<file path="src/rtl/trace_pkg.sv">
// Shared types for the writeback trace recorder: FIFO entry layout, beat
// phase and the header magic byte.
package trace_pkg;

    localparam logic [7:0] TRACE_MAGIC = 8'hA5;

    typedef struct packed {
        logic [15:0] stamp;
        logic [4:0]  wd;
        logic [31:0] wdata;
    } trace_entry_t;

    typedef enum logic {BEAT_HDR, BEAT_DATA} beat_t;

endpackage

</file>
<file path="src/rtl/wb_trace_recorder_if.sv">
// Valid/ready beat stream from the trace recorder to its sink.
interface wb_trace_recorder_if;

    logic        trace_valid;
    logic        trace_ready;
    logic [31:0] trace_data;

    modport master (output trace_valid, output trace_data, input trace_ready);
    modport slave  (input trace_valid, input trace_data, output trace_ready);

endinterface

</file>
<file path="src/rtl/trace_fifo.sv">
// Synchronous FIFO of trace entries; a pop on the same edge frees the slot
// for a push, so push+pop on a full FIFO is accepted.
module trace_fifo
    import trace_pkg::*;
#(
    parameter int DEPTH = 16
) (
    input  logic                   clk,
    input  logic                   rst,
    input  logic                   push,
    input  logic                   pop,
    input  trace_entry_t           din,
    output logic                   full,
    output logic                   empty,
    output logic [$clog2(DEPTH):0] count,
    output trace_entry_t           head
);

    localparam int AW = $clog2(DEPTH);

    trace_entry_t   mem [DEPTH];
    logic [AW-1:0]  wr_ptr;
    logic [AW-1:0]  rd_ptr;
    logic           do_push;
    logic           do_pop;

    assign full    = (count == (AW+1)'(DEPTH));
    assign empty   = (count == '0);
    assign do_pop  = pop && !empty;
    assign do_push = push && (!full || do_pop);
    assign head    = mem[rd_ptr];

    always_ff @(posedge clk) begin
        if (!rst) begin
            wr_ptr <= '0;
            rd_ptr <= '0;
            count  <= '0;
        end else begin
            if (do_push) wr_ptr <= wr_ptr + AW'(1);
            if (do_pop)  rd_ptr <= rd_ptr + AW'(1);
            count <= count + (AW+1)'(do_push) - (AW+1)'(do_pop);
        end
    end

    // Storage is data only; pointers alone define validity.
    always_ff @(posedge clk) begin
        if (do_push) mem[wr_ptr] <= din;
    end

endmodule

</file>
<file path="src/rtl/wb_trace_recorder.sv">
// Captures architectural register writes with a cycle stamp and streams each
// as a header beat followed by a data beat.
module wb_trace_recorder
    import trace_pkg::*;
#(
    parameter int DEPTH   = 16,
    parameter int STAMP_W = 16
) (
    input  logic                      clk,
    input  logic                      rst,
    input  logic                      en,
    input  logic [4:0]                wb_wd,
    input  logic [31:0]               wb_wdata,
    input  logic                      clear,
    wb_trace_recorder_if.master       trace,
    output logic                      overflow,
    output logic [15:0]               drop_count,
    output logic [$clog2(DEPTH):0]    fifo_count
);

    function automatic logic [15:0] sat_inc(input logic [15:0] v);
        return (v == 16'hFFFF) ? v : v + 16'd1;
    endfunction

    logic [STAMP_W-1:0] stamp;
    beat_t              beat;
    trace_entry_t       entry;
    trace_entry_t       head;
    logic               full;
    logic               empty;
    logic               evt;
    logic               handshake;
    logic               pop;
    logic               drop;

    assign evt       = en && (wb_wd != 5'd0);
    assign handshake = trace.trace_valid && trace.trace_ready;
    assign pop       = handshake && (beat == BEAT_DATA);
    assign drop      = evt && full && !pop;
    assign entry     = '{stamp: 16'(stamp), wd: wb_wd, wdata: wb_wdata};

    trace_fifo #(.DEPTH(DEPTH)) u_fifo (
        .clk   (clk),
        .rst   (rst),
        .push  (evt),
        .pop   (pop),
        .din   (entry),
        .full  (full),
        .empty (empty),
        .count (fifo_count),
        .head  (head)
    );

    always_ff @(posedge clk) begin
        if (!rst) begin
            stamp      <= '0;
            beat       <= BEAT_HDR;
            overflow   <= 1'b0;
            drop_count <= '0;
        end else begin
            stamp <= stamp + STAMP_W'(1);
            if (handshake) beat <= (beat == BEAT_HDR) ? BEAT_DATA : BEAT_HDR;
            // A drop on the same edge as clear wins and counts as the first drop.
            if (drop) begin
                overflow   <= 1'b1;
                drop_count <= clear ? 16'd1 : sat_inc(drop_count);
            end else if (clear) begin
                overflow   <= 1'b0;
                drop_count <= '0;
            end
        end
    end

    assign trace.trace_valid = !empty;
    assign trace.trace_data  = empty ? 32'h0 :
                               (beat == BEAT_HDR) ? {TRACE_MAGIC, 3'b000, head.wd, head.stamp}
                                                  : head.wdata;

endmodule

</file>
<file path="src/flat_wrapper.sv">
// flat-port wrapper written by rule: the top's interface ports become plain ports
module wb_trace_recorder_flat import trace_pkg::*;
#(
    parameter int DEPTH   = 16,
    parameter int STAMP_W = 16
)
  (clk, rst, en, wb_wd, wb_wdata, clear, overflow, drop_count, fifo_count, trace_trace_valid, trace_trace_data, trace_trace_ready);
  wb_trace_recorder_if trace_i ();
  input  logic clk;
  input  logic rst;
  input  logic en;
  input  logic [4:0] wb_wd;
  input  logic [31:0] wb_wdata;
  input  logic clear;
  output logic overflow;
  output logic [15:0] drop_count;
  output logic [$clog2(DEPTH):0] fifo_count;
  output wire logic [$bits(trace_i.trace_valid)-1:0] trace_trace_valid;
  output wire logic [$bits(trace_i.trace_data)-1:0] trace_trace_data;
  input wire logic [$bits(trace_i.trace_ready)-1:0] trace_trace_ready;
  assign trace_trace_valid = trace_i.trace_valid;
  assign trace_trace_data = trace_i.trace_data;
  assign trace_i.trace_ready = trace_trace_ready;
  wb_trace_recorder #(.DEPTH(DEPTH), .STAMP_W(STAMP_W)) u_core (.clk(clk), .rst(rst), .en(en), .wb_wd(wb_wd), .wb_wdata(wb_wdata), .clear(clear), .trace(trace_i), .overflow(overflow), .drop_count(drop_count), .fifo_count(fifo_count));
endmodule
</file>
<file path="config.mk">
export PLATFORM = sky130hd
export DESIGN_NAME = wb_trace_recorder_flat
export DESIGN_NICKNAME = d
export VERILOG_FILES = /design/src/rtl/trace_pkg.sv /design/src/rtl/wb_trace_recorder_if.sv /design/src/rtl/trace_fifo.sv /design/src/rtl/wb_trace_recorder.sv /design/src/flat_wrapper.sv
export SDC_FILE = /design/constraint.sdc
export NUM_CORES = 1
export LEC_CHECK = 0
export ABC_CLOCK_PERIOD_IN_PS = 8700
export BUFFER_PORTS_ARGS = -buffer_cell sky130_fd_sc_hd__clkbuf_2
export CORE_MARGIN = 4
export CORE_UTILIZATION = 40
export DETAILED_ROUTE_END_ITERATION = 12
export GPL_ROUTABILITY_DRIVEN = 0
export GPL_TIMING_DRIVEN = 0
export SYNTH_ARGS = -nofsm -noshare
export SYNTH_HDL_FRONTEND = slang
export SYNTH_HIERARCHICAL = 1
export SYNTH_SLANG_ARGS = --single-unit
</file>
<file path="constraint.sdc">
create_clock -name clk -period 8.7 [get_ports clk]
set_clock_uncertainty 0.1 [all_clocks]
set_input_delay 0.435 -clock clk [delete_from_list [all_inputs] [get_ports clk]]
set_output_delay 0.435 -clock clk [all_outputs]
set_load 0.005 [all_outputs]
</file>
==> flow_metrics.tcl, run 1 <==
set metrics [dict create \
    run_status "complete, no violations" \
    slew_limit_fails 0 \
    synth_seq_cells 899 \
    cts_buffers 89 \
    initial_cell_density_of_the_core_pct 40.50 \
    clock_tree.buffer_depth 3 \
    edff_count_synth 848 \
    synth_cells 1646 \
    cts.reportedPaths.clkPinSlew_ps 60 \
    drc 0 \
    met2_wirelength_um 41670 \
    detail_route.wirelength_um 83350 \
    layout.nets 1929 \
    yosys.area.top_type "edfxtp_1" \
    slew_headroom_pct 32.02 \
    die-height_um 302.3 \
    holdCritStartpoint "wb_wdata[5]" \
    fmax_ghz 0.1962 \
    startpoint_type "register" \
    regToRegEndpoint "u_core/u_fifo/count[4]" \
    clock_tree_sinks 899 \
    synth.distinct_cells 51 \
    clock_insertion_delay_worst_skew_ps 630 \
    power.density_nw_per_um2 253.2 \
    hold_end "u_core/u_fifo/mem[1][5]" \
    cts.root.buffer_cell "clkbuf_16" \
    gr-usage-all-layers_pct 18.32 \
    cellLeakagePower_nw 12.72 \
    gr-total-overflow 0 \
    tightest_slew_ps 1017 \
    final_min_period_over_clock_period_pct 58.59 \
    ys_warn_count 6 \
    fin_util_pct 46.99 \
    timing.final.setup_violations 0 \
    synth_top_cell_area_share_pct 73.50 \
    drive_above_1_share_pct 27.85 \
    cts_post_setup_buffers_inserted 0 \
    grt_antenna_before_repair 0 \
    num_antenna_cells 0 \
    synth_area_um2 34650 \
    cts_resized 0 \
    timing.max_cap.violations 0 \
    grt_start_max_net_pins 39 \
    min_path_cells 1 \
    route.top_layer_used "met4" \
    total_die_area_um2 91390 \
    drtIter0Drc 1760 \
    routedWlPerCell_um 26.97 \
    synth.avg_cell_area_um2 21.05 \
    timing.hold.worst.class "in -> reg" \
    placeableCoreArea_um2 85550 \
    postSynth.asyncResetShare_pct 0 \
    overall_via_count_from_detail_route 17369 \
    cp-end-kind "register" \
    syn_nets 1702 \
    wire_length_of_the_first_global_routing_pass_um 120800 \
    timing.reg2reg.setup_slack_ps 3600 \
    r2r.worst_path.cells 16 \
    die_w_um 302.3 \
    tritoncts_clock_tree "yes" \
    mostFrequentLayoutCells "edfxtp_1 (848), mux4_2 (212), a22oi_1 (106)" \
    synth-main-ff-cell "edfxtp_1" \
    ios 97 \
    setup_repair_after_global_routing_missed_its_margin "false" \
    wirelength_met1_um 35430 \
    period_minus_slack_ps 5097 \
    met3_wirelength_um 5189 \
    first_global_vias 17541 \
    mostFrequentLayoutCell "edfxtp_1" \
    detail_route.vias_per_cell 5.621 \
    std_cell_rows 107 \
    cp_data_arrival_time_ps 5520 \
    critical_path_class "reg -> reg" \
    critical_path_peak_fanout 10 \
    setup_total_negative_slack_ps 0 \
    h-tree-depth 3 \
    detailedRoute.firstPassIterationCount 5 \
    yosys-top-cells-area "edfxtp_1 (73%), mux4_2 (14%), dfxtp_1 (2.9%), a22oi_1 (2.3%), nand2_1 (0.72%)" \
    port-buffer-count 96 \
    postRouteAntennaNets 0 \
    r2r_start "u_core/u_fifo/count[2]" \
    hold_viol 0 \
    syn_to_final_growth_pct 16.03 \
    critical_path_rt_ps 9120 \
    hpwlAfterDp_um 52070 \
    vdd_drop_max_uv 136.0 \
    yosysSeqAreaShare_pct 76.44 \
]
## layout make-up
| type | instances | area, µm² |
|---|---|---|
| fill | 7006 | 45350 |
| sequential | 899 | 26490 |
| multi-input combinational | 640 | 7699 |
| clock buffer | 112 | 2375 |
| tap | 1144 | 1431 |
| timing repair buffer | 136 | 1140 |
| clock inverter | 52 | 525.5 |
| buffer | 88 | 474.2 |
| inverter | 19 | 71.32 |
## sequential cells by signal, indices dropped and copies added (netlist names), named ones only
| signal | cells |
|---|---|
| u_core/u_fifo/mem | 848 |
| u_core/overflow | 1 |
| u_core/beat | 1 |
| u_core/drop_count | 16 |
| u_core/u_fifo/wr_ptr | 4 |
| u_core/u_fifo/count | 5 |
| u_core/u_fifo/rd_ptr | 4 |
| u_core/stamp | 16 |
## through the flow
step / power [mW] / setup WS [ps] / hold WS [ps] / cell area, µm² / cells
after floorplan: 5.895 / 2591 / 375.4 / 34650 / 1646
after global placement: 6.472 / -2808 / 400.0 / 36560 / 2886
after detailed placement: 6.511 / 3606 / 408.2 / 37290 / 2925
after CTS: 10.30 / 3595 / 57.84 / 40200 / 3090
after global routing: 10.58 / 3274 / 92.97 / 40200 / 3090
final: 10.18 / 3603 / 101.6 / 40200 / 3090
## Yosys cell counts, types with 4 or more instances
cell type / n
buf_2: 17
o21a_1: 5
and3_1: 18
nand4_1: 6
inv_1: 19
and4_4: 4
edfxtp_1: 848
nand2_1: 66
a22oi_1: 106
and2_1: 29
nor3_1: 14
nand3_1: 16
and4_1: 6
nor2b_1: 5
mux4_2: 212
a21oi_1: 14
nor2_1: 32
buf_4: 6
xnor2_1: 21
buf_1: 8
clkbuf_1: 44
buf_6: 12
mux2i_1: 22
nor4_1: 5
ha_1: 13
dfxtp_1: 51
xor2_1: 7
or3_1: 5
o21ai_0: 5
## timing repair
action	in CTS	in global routing
hold endpoints to repair	1	0
setup endpoints to repair	0	0
hold buffers	1	0
## layer usage
layer | vias up | GRT usage (%)
met5 | - | 0
met4 | 0 | 3.713
met3 | 85 | 2.799
met1 | 9371 | 25.75
li1 | 7321 | -
met2 | 592 | 30.74
## power breakdown
| part | internal, mW | switching [mW] |
|---|---|---|
| registers | 4.88 | 0.0485 |
| clock network | 2.21 | 1.57 |
| logic | 0.613 | 0.859 |
| total | 7.70 | 2.48 |
## worst max-delay path by stage
stage,startpoint,endpoint,slack (ps),depth (start not counted)
3_3_place_gp,u_core/u_fifo/count[3],u_core/u_fifo/mem[6][10],-2810,9
4_1_cts,u_core/u_fifo/count[2],u_core/u_fifo/count[4],3590,16
5_1_grt,u_core/u_fifo/count[2],u_core/u_fifo/count[4],3270,16
6_report,u_core/u_fifo/count[2],u_core/u_fifo/count[4],3600,16
3_5_place_dp,u_core/u_fifo/count[2],u_core/u_fifo/count[4],3610,16
2_1_floorplan,u_core/u_fifo/count[2],u_core/u_fifo/mem[4][0],2590,9
## worst max-delay path, stage by stage, from the launching register on
cell and delay (ps):
dfxtp_1 330, inv_1 90, ha_1 180, or4b_1 560, inv_1 470, nand2b_1 280
nor2_1 140, o21ai_1 450, clkbuf_1 720, ha_1 250, inv_1 40, ha_1 200
fa_1 430, a21oi_1 160, nor2_1 60, or3_1 330, and3_1 180
## cell families after synthesis
group	after synthesis	synth area share, %
AO/OA/AOI/OAI	148	3.099
XOR/XNOR	28	0.7078
adder cells (fa/ha/maj)	14	0.5273
buffers and inverters	107	1.575
flip-flops	899	76.44
multiplexers	234	14.42
AND/OR/NAND/NOR	216	3.232
Note: power is estimated with default switching activity, not from simulation.
==> run 2: changes to the inputs <==
- ABC_CLOCK_PERIOD_IN_PS: 8700 -> 4400
- clock period: 8.7 -> 4.4 ns (I/O delays scaled with it)
==> run 2 against run 1 <==
Cell area grew 1.3%. Flip-flop and latch count is the same. Critical path depth shrank 7. Die area is the same. Sequential share of layout area shrank 0.83 points. Clock power grew 100%. Core utilization grew 0.60 points. Combinational power grew 100%. Sequential power grew 98%. Critical endpoint is now trace_trace_data[19]. Largest cell class unchanged.
==> flow_metrics.tcl, run 2 (synthesis results as in run 1) <==
set metrics [dict create \
    run_status "complete, no violations" \
    detail_route.wirelength_um 83980 \
    ios 97 \
    crit_path_max_incr_delay_ps 840 \
    setup_repair_after_global_routing_missed_its_margin "false" \
    initial_cell_density_of_the_core_pct 40.50 \
    placeableCoreArea_um2 85550 \
    reg.largest.list "u_core/u_fifo/mem: 848 flops, u_core/drop_count: 16 flops, u_core/stamp: 16 flops" \
    slew_headroom_pct 28.35 \
    critical_path_rt_ps 4080 \
    cts.root.buffer_cell "clkbuf_16" \
    timing.max_cap.violations 0 \
    clock_insertion_delay_worst_skew_ps 620 \
    cellLeakagePower_nw 12.88 \
    detail_route.vias_per_cell 5.596 \
    total_die_area_um2 91390 \
    h-tree-depth 3 \
    min_path_cells 4 \
    cp_cell_sequence "buf_2 > buf_2 > buf_1 > mux4_2 > a22oi_1 > nand2_1 > mux2i_1 > nor2_1 > clkbuf_2" \
    startpoint_type "register" \
    cp_data_arrival_time_ps 3880 \
    routedWlPerCell_um 26.96 \
    cts_buffers 89 \
    layout.nets 1960 \
    clock_tree.buffer_depth 3 \
    detailedRoute.firstPassIterationCount 5 \
    period_minus_slack_ps 4198 \
    r2r.worst_path.cells 16 \
    cp-end-kind "primary output" \
    critical_path_peak_fanout 10 \
    postRouteAntennaNets 0 \
    crit_top_cell "buf_2" \
    fin_util_pct 47.59 \
    crit_slowest_cell "buf_1" \
    gr-usage-all-layers_pct 18.51 \
    drive_above_1_share_pct 26.97 \
    hpwlAfterDp_um 52360 \
    cts.reportedPaths.clkPinSlew_ps 60 \
    gr-total-overflow 0 \
    final_min_period_over_clock_period_pct 95.40 \
    grt_start_max_net_pins 36 \
    regToRegEndpoint "u_core/u_fifo/count[4]" \
    timing.hold.worst.class "in -> reg" \
    top_register "u_core/u_fifo/mem" \
    mostFrequentLayoutCell "edfxtp_1" \
    vdd_drop_max_uv 280.2 \
    fmax_ghz 0.2382 \
    grt_antenna_before_repair 3 \
    holdCritStartpoint "trace_trace_ready" \
    drc 0 \
    critical_path_class "reg -> out" \
    tritoncts_clock_tree "yes" \
    power.density_nw_per_um2 498.6 \
    tightest_slew_ps 1075 \
    hold_viol 0 \
    std_cell_rows 107 \
    drtIter0Drc 1601 \
    port-buffer-count 96 \
    timing.reg2reg.setup_slack_ps 250 \
    hold_end "u_core/beat" \
    syn_to_final_growth_pct 17.51 \
    wire_length_of_the_first_global_routing_pass_um 122200 \
    die_w_um 302.3 \
    flip_flop_count_of_the_largest_register_all_copies_and_words_added 848 \
    overall_via_count_from_detail_route 17433 \
    mostFrequentLayoutCells "edfxtp_1 (848), mux4_2 (212), a22oi_1 (106)" \
    numPlacedInstances 2917 \
    timing.final.setup_violations 0 \
    r2r_start "u_core/u_fifo/count[3]" \
    finalNonFillerCells 3115 \
    slew_limit_fails 0 \
    clock_tree_sinks 899 \
    first_global_vias 18052 \
    hold_slack_ps 50.46 \
    die-height_um 302.3 \
]
[run 2: cell count changes in the layout (fill, tap and decap cells not counted), sizes merged]
cell	delta
clkinvlp	-1
diode	+2
buf	-6
clkinv	-5
dlygate4sd3	+38
inv	-5
bufinv	+2
[run 2: power by group]
group | total (mW) | internal [mW] | switching, mW | leakage, nW
registers | 9.74 | 9.64 | 0.0976 | 8.17
clock network | 7.57 | 4.49 | 3.09 | 1.43
logic | 2.99 | 1.26 | 1.73 | 3.29
[run 2: cell type report]
class                           count  area, µm²
Antenna cell                        2      5.005
Buffer                             88      478.0
Clock buffer                      113       2391
Clock inverter                     43      529.3
Fill cell                        6979      44840
Inverter                           19      75.07
Multi-Input combinational cell    640       7729
Sequential cell                   899      26490
Tap cell                         1144       1431
Timing Repair Buffer              167       1589
[run 2: timing repair]
item | in CTS | in global routing
setup endpoints to repair | 233 | 1
setup buffers | 1 | 0
pin swaps | 0 | 1
hold endpoints to repair | 600 | 0
gates resized for setup | 4 | 2
hold buffers | 39 | 0
[run 2: worst max-delay path, delay by kind of cell, from the launching register on]
kind,cells,cell delay [ps]
and+or+nand+nor,2,350
DFF,1,430
buffers and inverters,4,1580
AOI/OAI and AO/OA,1,270
muxes,2,620
[run 2: how the worst max path moves through the flow]
stage | end | from | cells past startpoint
6_report | trace_trace_data[19] | register | 9
5_1_grt | u_core/u_fifo/count[4] | u_core/u_fifo/count[3] | 16
4_1_cts | u_core/u_fifo/count[4] | u_core/u_fifo/count[3] | 16
3_5_place_dp | u_core/u_fifo/count[4] | u_core/u_fifo/count[3] | 16
3_3_place_gp | u_core/u_fifo/mem[14][9] | u_core/u_fifo/count[2] | 9
2_1_floorplan | u_core/u_fifo/mem[12][0] | u_core/u_fifo/count[2] | 9
[run 2: per-stage QoR]
stage	setup WS [ps]	setup TNS, ps	cell area (µm²)	total power, mW
floorplan	-242.2	-76220	34660	11.66
global placement	-4153	-2205070	36570	12.82
detailed placement	-965.0	-35730	37370	12.89
CTS	115.6	0	40700	20.51
global route	50.99	0	40710	21.11
finish	202.2	0	40710	20.30
[run 2: per-layer routing]
layer  part of all wire [%]  up-vias  track usage, %
li1                       -     7375               -
met1                     42     9345           25.78
met2                     49      601           30.57
met3                    6.4      110           3.122
met4                    2.0        2           4.868
met5                 0.0083        -               0
==> run 3: changes to the inputs <==
- SYNTH_HIERARCHICAL: 1 -> default
==> run 3 against run 2 <==
Critical endpoint unchanged. Synthesized cell count is 3.2% lower. Via count is 0.68% lower. Routed wire length is 1.7% higher. Core utilization is 0.48 points higher. Hold slack better by 320 ps. Clock-buffer cell count is 3 higher. Largest cell class unchanged. Highest routed layer unchanged. Total power is 0.82% higher. Critical path depth is 2 lower. Synthesized area is 0.63% lower. Clock power is 3.4% higher. Sequential share of layout area is 0.45 points lower.
==> flow_metrics.tcl, run 3 <==
set metrics [dict create \
    drtIter0Drc 1787 \
    vdd_drop_max_uv 294.5 \
    synthTopCellsByCount "edfxtp_1 (848), mux4_2 (208), a22oi_1 (92), dfxtp_1 (51), buf_2 (41)" \
    port-buffer-count 96 \
    first_global_vias 18078 \
    ys_warn_count 0 \
    wire_length_of_the_first_global_routing_pass_um 124100 \
    setup_total_negative_slack_ps 0 \
    buffer_and_inverter_count_on_the_worst_path 4 \
    layout.nets 1927 \
    synth.distinct_cells 54 \
    yosys.area.top_type "edfxtp_1" \
    path_delay_family "buffers and inverters" \
    post_dp_cell_area_um2 37530 \
    cts.reportedPaths.clkPinSlew_ps 60 \
    period_minus_slack_ps 4197 \
    detailedRoute.firstPassIterationCount 5 \
    flip_flop_count_of_the_largest_register_all_copies_and_words_added 848 \
    die-height_um 301.4 \
    fin_util_pct 48.07 \
    detail_route.vias_per_cell 5.601 \
    routedWlPerCell_um 27.64 \
    startpoint_type "register" \
    clock_tree.buffer_depth 3 \
    die_w_um 301.4 \
    post-place-ws_ps 938.2 \
    syn_nets 1649 \
    detail_route.wirelength_um 85420 \
    drive_above_1_share_pct 30.05 \
    ios 97 \
    synth_seq_cells 899 \
    mostFrequentLayoutCells "edfxtp_1 (848), mux4_2 (208), clkbuf_2 (97)" \
    overall_via_count_from_detail_route 17314 \
    top_register "u_core.u_fifo.mem" \
    tritoncts_clock_tree "yes" \
    final_min_period_over_clock_period_pct 95.39 \
    yosys-top-cells-area "edfxtp_1 (74%), mux4_2 (14%), dfxtp_1 (3.0%), a22oi_1 (2.0%), xnor2_1 (0.71%)" \
    post-synth-top-count-cell "edfxtp_1" \
    synth_top_cell_area_share_pct 73.96 \
    grt_antenna_before_repair 3 \
    timing.final.setup_violations 0 \
    cts.root.buffer_cell "clkbuf_16" \
    cts_resized 0 \
    overall_power_mw 20.47 \
    grt_start_max_net_pins 23 \
    crit_slowest_cell "buf_1" \
    run_status "complete, no violations" \
    crit_top_cell "buf_2" \
    synth_area_um2 34430 \
    total_die_area_um2 90830 \
    hpwlAfterDp_um 55470 \
    synth-main-ff-cell "edfxtp_1" \
    timing.max_cap.violations 0 \
    cts_buffers 93 \
    cp_cell_sequence "buf_2 > buf_2 > buf_1 > mux4_2 > a22oi_1 > nand4_1 > clkbuf_2" \
    slew_limit_fails 0 \
    syn_to_final_growth_pct 19.07 \
    std_cell_rows 107 \
    placeableCoreArea_um2 85280 \
    setup_repair_after_global_routing_missed_its_margin "false" \
    layout.cell_area.non_filler_um2 40990 \
    critical_path_rt_ps 4080 \
    clock_tree_sinks 899 \
    postSynth.asyncResetShare_pct 0 \
    edff_count_synth 848 \
    reg.largest.list "u_core.u_fifo.mem: 848 flops, u_core.drop_count: 16 flops, u_core.stamp: 16 flops" \
    cellLeakagePower_nw 12.97 \
    h-tree-depth 3 \
    initial_cell_density_of_the_core_pct 40.37 \
    final_critical_path_setup_slack_ps 202.7 \
    drc 0 \
    synth_cells 1593 \
    power.density_nw_per_um2 499.3 \
    cts_post_setup_buffers_inserted 0 \
    gr-total-overflow 0 \
    gr-usage-all-layers_pct 18.95 \
    critical_path_class "reg -> out" \
    synth.avg_cell_area_um2 21.61 \
    crit_path_max_incr_delay_ps 790 \
    cp-end-kind "primary output" \
    num_antenna_cells 0 \
    slew_headroom_pct 26.92 \
    postRouteAntennaNets 0 \
    tightest_slew_ps 1096 \
    clock_insertion_delay_worst_skew_ps 640 \
    cp_data_arrival_time_ps 3880 \
    yosysSeqAreaShare_pct 76.93 \
    critical_path_peak_fanout 10 \
    timing.hold.worst.class "in -> reg" \
    fmax_ghz 0.2382 \
    hold_viol 0 \
    mostFrequentLayoutCell "edfxtp_1" \
]
-- run 3: changes by cell type after synthesis, sizes merged, moves of 6 or more --
| cell | delta |
|---|---|
| nand2 | -45 |
| clkbuf | -23 |
| nand4 | +23 |
| buf | +19 |
| a22oi | -14 |
| and3 | -10 |
| mux2 | +8 |
| o22ai | +7 |
| xnor2 | +7 |
| mux2i | -6 |
| nor2b | +6 |
| nor4b | +6 |
| o21ai | -6 |
-- run 3: through the flow --
stage,hold WS (ps),std cells
2_1_floorplan,218.9,1593
3_3_place_gp,370.9,2833
3_5_place_dp,387.6,2878
4_1_cts,336.7,3091
5_1_grt,391.7,3091
6_report,365.5,3091
-- run 3: logic make-up (layout without fill, tap and decap cells) --
family / count (synthesis) / after routing / share of synthesized area, %
AOI/OAI and AO/OA: 125 / 125 / 2.653
xor gates and xnor gates: 34 / 34 / 0.8649
adders and majority gates: 14 / 14 / 0.5306
buffers and inverters: 100 / 454 / 1.406
DFF: 899 / 899 / 76.93
muxes: 232 / 232 / 14.33
and+or+nand+nor: 189 / 189 / 3.285
-- run 3: worst min-delay path, stage by stage --
cell	delay, ps
dlygate4sd3_1	520
clkbuf_2	130
nand2b_1	100
a21boi_0	70
-- run 3: where the power goes --
group / switching [mW] / total [mW] / internal, mW
sequential: 0.106 / 9.74 / 9.64
combinational: 1.68 / 2.89 / 1.21
clock: 3.28 / 7.83 / 4.55
-- run 3: timing repair --
item                       4_1_cts  5_1_grt
setup endpoints to repair        0        0
hold endpoints to repair       605        0
hold buffers                    42        0
-- run 3: path summary, 6_finish.rpt --
check	startpoint	to	slack (ps)	depth (start not counted)
max	register	trace_trace_data[19]	200	7
max reg2reg	u_core.u_fifo.count[2]	u_core.u_fifo.count[4]	1020	18
min	clear	u_core.overflow	370	4
min reg2reg	u_core.overflow	u_core.overflow	390	2
-- run 3: cell type report --
type	count	area, µm²
Fill cell	6975	44290
Sequential cell	899	26490
Multi-Input combinational cell	594	7595
Clock buffer	116	2476
Timing Repair Buffer	183	1957
Tap cell	1144	1431
Clock inverter	55	565.5
Buffer	84	424.2
Inverter	16	60.06
-- run 3: per-layer routing --
metal  vias to the layer above  track usage [%]  wire length, µm
li1                       7270                -                -
met1                      9248            26.94            36010
met2                       677            30.43            41420
met3                       117            3.664             6294
met4                         2            4.754             1682
met5                         -                0               13
